File: src/rtl/uart_pkg.sv
// Shared types and constants for the UART transmit unit.
// UART_TX_PARITY_EN adds the even-parity state to tx_state_t.
package uart_pkg;

    localparam int DATA_W_DEF = 8;
    localparam int BRD_W      = 16;
    localparam logic [BRD_W-1:0] BRD_MIN = 16'd1;

    typedef enum logic [2:0] {
        ST_IDLE   = 3'd0,
        ST_START  = 3'd1,
        ST_DATA   = 3'd2,
        ST_STOP   = 3'd3
`ifdef UART_TX_PARITY_EN
        , ST_PARITY = 3'd4
`endif
    } tx_state_t;

    // A zero divisor would never produce a bit_done, so it is clamped to one clock.
    function automatic logic [BRD_W-1:0] eff_brd(input logic [BRD_W-1:0] b);
        return (b == '0) ? BRD_MIN : b;
    endfunction

endpackage

File: src/rtl/uart_baud_gen.sv
// Bit-period timer: r_cnt runs 0..brd_q-1 and bit_done marks the last clock of each bit.
// Held at zero while clr is high so every frame starts on a fresh period.
module uart_baud_gen
    import uart_pkg::*;
(
    input  logic             clk,
    input  logic             rst,
    input  logic             clr,
    input  logic [BRD_W-1:0] brd_q,
    output logic             bit_done
);

    logic [BRD_W-1:0] r_cnt;

    assign bit_done = !clr && (r_cnt == (brd_q - BRD_MIN));

    always_ff @(posedge clk) begin
        if (!rst) begin
            r_cnt <= '0;
        end else if (clr || bit_done) begin
            r_cnt <= '0;
        end else begin
            r_cnt <= r_cnt + BRD_MIN;
        end
    end

endmodule

File: src/rtl/uart_tx_unit.sv
// UART transmit unit: byte FIFO fed by the LSU and an 8N1 serialiser with a latched divisor.
// Define UART_TX_PARITY_EN to insert an even-parity bit between the data bits and stop.
module uart_tx_unit
    import uart_pkg::*;
#(
    parameter int DEPTH  = 8,
    parameter int DATA_W = DATA_W_DEF
) (
    input  logic              clk,
    input  logic              rst,
    input  logic [DATA_W-1:0] uart_in,
    input  logic              get,
    input  logic [BRD_W-1:0]  brd,
    output logic              Ff,
    output logic              Fe,
    output logic              tx,
    output logic              tx_busy
);

    localparam int PTR_W = $clog2(DEPTH);
    localparam int CNT_W = PTR_W + 1;
    localparam int IDX_W = (DATA_W > 1) ? $clog2(DATA_W) : 1;

    localparam logic [PTR_W-1:0] PTR_ONE  = PTR_W'(1);
    localparam logic [CNT_W-1:0] CNT_ONE  = CNT_W'(1);
    localparam logic [CNT_W-1:0] CNT_FULL = CNT_W'(DEPTH);
    localparam logic [IDX_W-1:0] IDX_ONE  = IDX_W'(1);
    localparam logic [IDX_W-1:0] IDX_LAST = IDX_W'(DATA_W - 1);

    logic [DATA_W-1:0] r_mem [DEPTH];
    logic [PTR_W-1:0]  r_wr_ptr;
    logic [PTR_W-1:0]  r_rd_ptr;
    logic [CNT_W-1:0]  r_count;

    tx_state_t         r_state;
    logic [DATA_W-1:0] r_shift;
    logic [IDX_W-1:0]  r_bit_idx;
    logic [BRD_W-1:0]  r_brd_q;
`ifdef UART_TX_PARITY_EN
    logic              r_parity;
`endif

    logic              w_push;
    logic              w_pop;
    logic              w_bit_done;
    logic              w_baud_clr;
    logic [CNT_W-1:0]  w_count_nxt;
    logic [DATA_W-1:0] w_shift_nxt;
    logic [DATA_W-1:0] w_head;

    // Push legality uses the registered Ff, so a pop on the same edge does not open a slot.
    assign w_push      = get && !Ff;
    assign w_pop       = (r_state == ST_IDLE) && !Fe;
    assign w_baud_clr  = (r_state == ST_IDLE);
    assign w_shift_nxt = r_shift >> 1;
    assign w_head      = r_mem[r_rd_ptr];

    always_comb begin
        w_count_nxt = r_count;
        if (w_push && !w_pop) begin
            w_count_nxt = r_count + CNT_ONE;
        end else if (!w_push && w_pop) begin
            w_count_nxt = r_count - CNT_ONE;
        end
    end

    always_ff @(posedge clk) begin
        if (w_push) begin
            r_mem[r_wr_ptr] <= uart_in;
        end
    end

    always_ff @(posedge clk) begin
        if (!rst) begin
            r_wr_ptr <= '0;
            r_rd_ptr <= '0;
            r_count  <= '0;
            Ff       <= 1'b0;
            Fe       <= 1'b1;
        end else begin
            if (w_push) begin
                r_wr_ptr <= r_wr_ptr + PTR_ONE;
            end
            if (w_pop) begin
                r_rd_ptr <= r_rd_ptr + PTR_ONE;
            end
            r_count <= w_count_nxt;
            Ff      <= (w_count_nxt == CNT_FULL);
            Fe      <= (w_count_nxt == '0);
        end
    end

    uart_baud_gen u_baud (
        .clk      (clk),
        .rst      (rst),
        .clr      (w_baud_clr),
        .brd_q    (r_brd_q),
        .bit_done (w_bit_done)
    );

    always_ff @(posedge clk) begin
        if (!rst) begin
            r_state   <= ST_IDLE;
            tx        <= 1'b1;
            tx_busy   <= 1'b0;
            r_shift   <= '0;
            r_bit_idx <= '0;
            r_brd_q   <= BRD_MIN;
`ifdef UART_TX_PARITY_EN
            r_parity  <= 1'b0;
`endif
        end else begin
            unique case (r_state)
                ST_IDLE: begin
                    tx      <= 1'b1;
                    tx_busy <= 1'b0;
                    if (w_pop) begin
                        r_state <= ST_START;
                        tx      <= 1'b0;
                        tx_busy <= 1'b1;
                        r_shift <= w_head;
                        r_brd_q <= eff_brd(brd);
`ifdef UART_TX_PARITY_EN
                        r_parity <= ^w_head;
`endif
                    end
                end
                ST_START: begin
                    if (w_bit_done) begin
                        r_state   <= ST_DATA;
                        tx        <= r_shift[0];
                        r_bit_idx <= '0;
                    end
                end
                ST_DATA: begin
                    if (w_bit_done) begin
                        if (r_bit_idx == IDX_LAST) begin
`ifdef UART_TX_PARITY_EN
                            r_state <= ST_PARITY;
                            tx      <= r_parity;
`else
                            r_state <= ST_STOP;
                            tx      <= 1'b1;
`endif
                        end else begin
                            r_shift   <= w_shift_nxt;
                            tx        <= w_shift_nxt[0];
                            r_bit_idx <= r_bit_idx + IDX_ONE;
                        end
                    end
                end
`ifdef UART_TX_PARITY_EN
                ST_PARITY: begin
                    if (w_bit_done) begin
                        r_state <= ST_STOP;
                        tx      <= 1'b1;
                    end
                end
`endif
                ST_STOP: begin
                    if (w_bit_done) begin
                        r_state <= ST_IDLE;
                        tx_busy <= 1'b0;
                    end
                end
                default: begin
                    r_state <= ST_IDLE;
                    tx      <= 1'b1;
                    tx_busy <= 1'b0;
                end
            endcase
        end
    end

endmodule

File: config.mk
export PLATFORM = sky130hd
export DESIGN_NAME = uart_tx_unit
export DESIGN_NICKNAME = d
export VERILOG_FILES = /design/src/rtl/uart_pkg.sv /design/src/rtl/uart_baud_gen.sv /design/src/rtl/uart_tx_unit.sv
export SDC_FILE = /design/constraint.sdc
export NUM_CORES = 1
export LEC_CHECK = 0
export ABC_AREA = 1
export BUFFER_PORTS_ARGS = -buffer_cell sky130_fd_sc_hd__buf_2
export CAP_MARGIN = 15
export CORE_AREA = 2 2 89 125
export CTS_CLUSTER_DIAMETER = 80
export DETAILED_ROUTE_END_ITERATION = 10
export DIE_AREA = 0 0 91 127
export GPL_ROUTABILITY_DRIVEN = 1
export PLACE_DENSITY_LB_ADDON = 0.15
export SKIP_LAST_GASP = 1
export SLEW_MARGIN = 30
export SYNTH_ARGS = -nofsm -noshare
export SYNTH_HDL_FRONTEND = slang
export SYNTH_SLANG_ARGS = --single-unit
export TNS_END_PERCENT = 1
File: constraint.sdc
create_clock -name clk -period 4.2 [get_ports clk]
set_input_delay 0.21 -clock clk [delete_from_list [all_inputs] [get_ports clk]]
set_output_delay 0.21 -clock clk [all_outputs]
set_load 0.02 [all_outputs]
# Word level (Yosys, flattened, before mapping)
# Memories as Yosys holds them, arrays and structs flattened. A register that Yosys moved wholly into a read port is not among the register bits.
# Cells that the tools add are included.
# Widths: inputs -> output; s select.
word_totals:
  regBits: 60
  mem_count: 1
  mem_bits_rw: 64
  in_bits: 27
  wordCells: 87
memory_table:
  columns: ["memory", "depth", "word_bits", "read_ports", "rd_clocked_by_memory_dff", "wr", "line_no", "rtl"]
  rows:
  - ["r_mem", 8, 8, 1, 1, 1, "uart_tx_unit.sv:30", "logic [DATA_W-1:0] r_mem [DEPTH];"]
classes:
  mux: 28
  addsub: 7
  n_eq_ne: 12
  n_reduce_logical: 24
  bitwise: 3
ops:
  columns: ["operator", "count"]
  rows:
  - ["$mux 3", 9]
  - ["$mux 8", 3]
  - ["$add 16x1->16 const B", 1]
  - ["$eq 16x16->1", 1]
  - ["$logic_not 16->1", 1]
  - ["$mux 16", 1]
  - ["$pmux 8 s2", 1]
  - ["$sub 16x1->16 const B", 1]
  - ["$pmux 3 s4", 1]
  - ["$add 3x1->3 const B", 3]
  - ["$mux 1", 8]
  - ["$mux 4", 2]
  - ["$reduce_and 4->1", 2]
  - ["$eq 3x2->1 const B", 2]
  - ["$ne 2x1->1 const B", 3]
  - ["$ne 2x2->1 const B", 3]
  - ["$pmux 3 s2", 1]
  - ["$logic_and 1x1->1", 5]
  - ["$logic_not 1->1", 5]
  - ["$reduce_and 5->1", 1]
  - ["$add 4x1->4 const B", 1]
  - ["$eq 4x4->1 const B", 1]
  - ["$logic_not 4->1", 1]
  - ["$pmux 1 s4", 1]
  - ["11 further kinds", 16]

# Longest topological paths before layout
depth:
  ltp_word: 7
  depth_mapped: 17
  ltp_nobuf: 17

# By module
# A second synthesis with hierarchy kept.
hier_totals:
  cells_unflattened: 766
  hier_area_um2: 6197.2
modules_own_cells:
  columns: ["module", "cells_per_inst", "area_per_inst_um2", "n_inst", "seq_area_each_um2"]
  rows:
  - ["uart_tx_unit", 528, 4763.3, 1, 2842.7]
  - ["uart_baud_gen", 238, 1433.9, 1, 320.3]

# Worst setup path after synthesis
# Ideal clock, no wire load.
synth_path:
  kind: "reg2reg"
  from: "register r_brd_q[0]"
  to: "register r_state[1]"
  stages_incl_launch_ff: 16
  slack_ns: 2.284
  arrival_time_ns: 1.802
  n_path_buf: 0
  cell_sequence: "dfxtp_1 -> inv_1 -> ha_1 -> or2_1 -> nand3b_1 -> nand2_1 -> clkinv_1 -> nand2_1 -> nor3_2 -> nand2_1 -> nor2_2 -> nand3_2 -> nand2_4 -> nand2_1 -> o21ai_1 -> nor2_1"
synth_via:
  elab_chain_len: 5
  word_cells_on_any_way: 7
synth_lines:
  columns: ["item", "line_no", "rtl"]
  rows:
  - ["start, declared", "uart_tx_unit.sv:38", "logic [BRD_W-1:0] r_brd_q;"]
  - ["start signal, assigned", "uart_tx_unit.sv:122", "r_brd_q <= eff_brd(brd);"]
  - ["$sub 16x1->16 *", "uart_baud_gen.sv:15", "assign bit_done = !clr && (r_cnt == (brd_q - BRD_MIN));"]
  - ["$eq 16x16->1 *", "uart_baud_gen.sv:15", null]
  - ["$logic_and 1x1->1 *", "uart_baud_gen.sv:15", null]
  - ["$ne 2x1->1 (no line)", null, null]
  - ["$reduce_and 5->1 (no line) *", null, null]
  - ["end signal, assigned", "uart_tx_unit.sv:103", "r_state <= ST_IDLE;"]
  - ["end signal, assigned", "uart_tx_unit.sv:118", "r_state <= ST_START;"]
  - ["end signal, assigned", "uart_tx_unit.sv:130", "r_state <= ST_DATA;"]
  - ["end, declared", "uart_tx_unit.sv:35", "tx_state_t r_state;"]
# Mark *: on every way between the ends. The rest lies on a longest branch, timed or not.
# A chain may end at the register's enable or synchronous reset.

# Worst setup path in the final report
layout_path:
  from: "register r_state[0]"
  to: "register r_rd_ptr[0]"
layout_via:
  elab_chain_len: 2
layout_lines:
  columns: ["item", "line_no", "rtl"]
  rows:
  - ["$logic_not 3->1", "uart_tx_unit.sv:53", "assign w_pop = (r_state == ST_IDLE) && !Fe;"]
  - ["$logic_and 1x1->1", "uart_tx_unit.sv:53", null]
  - ["end signal, assigned", "uart_tx_unit.sv:85", "r_rd_ptr <= r_rd_ptr + PTR_ONE;"]
  - ["end, declared", "uart_tx_unit.sv:32", "logic [PTR_W-1:0] r_rd_ptr;"]
# Every way passes these cells.

==> summary.txt <==
Status
  • Status: finished, final reports clean

Critical path
  • Worst Path Buf+Inv: 3
  • Crit path required time: 4.48 ns
  • R2r setup slk: 1.80 ns
  • CP max FO: 26
  • Worst r2r path cells: 7
  • Worst r2r dst: r_rd_ptr[0]
  • R2R Path Start: r_state[0]
  • Cells along the critical path: inv_1 > ha_1 > inv_1 > nor2_2 > clkinv_1 > o21ai_0 > a21oi_1
  • Top Family by Delay on Critical Path: buffers and inverters
  • Crit path top cell by count: inv_1
  • Delay of the slowest critical-path stage: 0.68 ns
  • CP arrival: 2.68 ns
  • Slowest-stage cell, CP: clkinv_1
  • Critical Path End Type: flop
  • Critical Path Start: r_state[0]
  • Crit Path Category: flop to flop
  • Crit path launch type: flop

Yosys
  • Post-Syn Area per Cell: 8.572 µm²
  • Top cells by area, synth: edfxtp_1 32%, dfxtp_1 20%, nand2_1 8.3%
  • Synth unique cells: 40
  • Mapped Nets: 749
  • Post-Syn Area: 6086 µm²
  • Sequential-to-total area share from yosys stat: 51.97%
  • Asr flop ratio synth: 0%
  • Most frequent cells after synthesis: 134 x nand2_1, 124 x nor2_1, 64 x edfxtp_1
  • Top cell type's share of synthesized area: 31.58%
  • #FFs+latches synth: 126
  • Synth area leader: edfxtp_1
  • Post-synth EDFFs: 64
  • Synth Flop Type: edfxtp_1
  • Count leader, synth: nand2_1
  • Cells after synthesis: 710
  • Yosys Warn Count: 0

Clocking
  • Postcts setup bufs: 0
  • CTS Sinks: 126
  • CTS tree: yes
  • Clk buf depth: 2
  • CTS resizes: 0
  • Number of hold buffers added after cts: 0
  • Clk_lat worst skew: 0.42 ns
  • Htree depth: 4
  • CTS Buf Count: 17
  • Reg clk slew, reported paths: 0.06 ns
  • CTS Root Cell: clkbuf_16

Cells and area
  • Design area: 6878 µm²
  • Ant. Diodes: 0
  • Fraction of layout cells with a size suffix above 1: 13.56%
  • Final instance count without filler cells: 890
  • Area of the multi-input gates: 2592 µm²
  • Area Overhead vs Synth: 13.01%
  • Reg area: 3163 µm²
  • Fillers: 893
  • Layout Nets: 778

Global route
  • GRT Total Usage: 25.96%
  • First-pass GRT wire length: 23280 µm
  • Vias in the first global route: 4989
  • Initial antenna violation count: 0
  • Largest net degree at the start of global routing: 34
  • Total gr overflow: 0

STA
  • Final setup margin: 1.798 ns
  • Least-Margin Pin Slew: 0.9821 ns
  • Setup violations, final: 0
  • Slew Limit Fails: 0
  • Max_slew headroom: 34.28%
  • Fmax: 416.3 MHz
  • Final hold violation count: 0
  • Setup tns final: 0 ns
  • Crit path time final: 2.402 ns
  • Clock skew: 0.008660 ns
  • Final worst path period share: 57.19%
  • RSZ-0062 raised after global routing: false

Worst hold path
  • Min-Delay Path Class: input port to flop
  • Worst Hold Path EP: r_brd_q[2]
  • WHS Path Cells: 3
  • Hold Crit Start: brd[2]

Drt
  • Drt pass-1 iters: 5
  • Iter 0 DRT Violations: 241
  • Avg WL per Cell: 16.03 µm
  • Total wire length: 14270 µm
  • Post-DRT Antenna Nets: 0
  • Via Count: 4897
  • Vias per cell: 5.502
  • Number of remaining DRC errors: 0

Power
  • Switching share of total power: 38.67%
  • Clock Power Share: 28.9%
  • Power per cell area: 677.3 nW/µm²
  • Comb pwr share: 35.4%
  • NetSw: 0.001801 W
  • Leak: 2.785 nW
  • P_int: 0.002857 W
  • Flop pwr share: 35.7%
  • Worst vdd ir: 0.0003547 V

Die
  • Starting Density: 58.80%
  • Die Height: 127 µm
  • Die X: 91 µm
  • # IOs: 31
  • Core area: 10350 µm²
  • Die footprint: 11560 µm²
  • Site row count: 44

Placed design
  • Final HPWL DP: 10310 µm
  • Final GP Congestion: 0.8686
  • Post-DP Area: 6330 µm²
  • # port buffers: 30
  • Pre-CTS setup slack: 1.815 ns
  • Dpl cells: 858

Run
  • Max cap viols: 0
-- metal layers --
layer | wire length (µm) | share of wire, % | track usage, %
met5 | 0 | 0 | 0
met2 | 7968 | 56 | 50.24
met1 | 5434 | 38 | 27.08
met3 | 537 | 3.8 | 5.601
met4 | 324 | 2.3 | 9.804
-- worst max-delay path by stage --
stage	end	depth (start not counted)	slack, ns
final	r_rd_ptr[0]	7	1.80
after global routing	r_brd_q[0]	9	1.59
after CTS	r_rd_ptr[0]	7	1.80
after detailed placement	r_rd_ptr[0]	7	1.81
after global placement	flop	7	1.96
after floorplan	r_state[1]	15	2.28
-- flip-flops by register name, indices dropped and copies added, names as in the netlist, named ones only --
name,cells
r_shift,8
r_bit_idx,3
r_state,2
u_baud.r_cnt,16
r_mem,64
r_count,4
tx_busy,1
Fe,1
r_wr_ptr,3
Ff,1
tx,1
r_brd_q,16
r_rd_ptr,3
-- stage by stage --
step / utilization, % / power [W] / hold WS [ns]
2_1_floorplan: - / 0.002935 / 0.3089
3_3_place_gp: 61.16 / 0.003258 / 0.4338
6_report: 66.45 / 0.004658 / 0.04104
5_1_grt: 66.45 / 0.004981 / 0.05407
4_1_cts: 66.45 / 0.004667 / 0.03661
3_5_place_dp: 61.16 / 0.003313 / 0.4452
-- layout by cell type (no fill, tap or decap), types with 2 or more instances in the layout --
cell type,instances
o22ai_1,12
nand2_1,134
nor4_1,6
o21ai_1,2
clkinvlp_4,4
a21oi_1,21
inv_2,3
nand2_2,10
dfxtp_1,62
inv_6,2
xnor2_1,9
ha_1,12
nand3_1,37
clkbuf_16,17
nand4_1,6
inv_1,57
nor2_4,6
a211oi_1,7
o21ai_0,51
a31oi_1,6
nand3_2,5
clkinv_4,2
buf_2,30
edfxtp_1,64
nand2_4,3
buf_4,2
clkinv_1,4
clkinv_2,4
xor2_1,14
nor2_1,124
nor3b_1,5
nor2_2,8
nand3b_1,4
nor3_1,4
o221ai_1,4
-- cell families (layout without fill, tap and decap cells) --
kind of cell / Yosys count / after routing / synth area share, %
mux: 1 / 1 / 0.1645
fa+ha+maj: 12 / 12 / 2.467
xor+xnor: 24 / 24 / 3.577
buf+inv: 85 / 127 / 5.428
flops: 126 / 126 / 51.97
compound gates: 105 / 105 / 9.642
simple gates: 357 / 357 / 26.75
-- worst register-to-register path, delay by kind of cell, from the launching register on --
kind	cells	cell delay [ns]
adder cells (fa/ha/maj)	1	0.20
flip-flops	1	0.33
AND/OR/NAND/NOR	1	0.30
AO/OA/AOI/OAI	2	0.53
buffers and inverters	3	0.92
-- layout make-up --
type | count | area share, %
flip-flops and latches | 126 | 45.99
clock inverters | 14 | 1.728
well taps | 138 | 2.510
multi-input cells | 499 | 37.69
inverters | 63 | 3.438
repair buffers | 32 | 2.401
clock buffers | 18 | 6.240
-- power groups by stage --
stage               clock network (W)  logic, W  registers (W)
CTS                           0.00136   0.00165        0.00166
global placement                    0   0.00158        0.00168
floorplan                           0   0.00129        0.00164
finish                        0.00135   0.00165        0.00167
global route                  0.00142   0.00188        0.00169
detailed placement                  0   0.00163        0.00168
(Power assumes the default switching activity.)
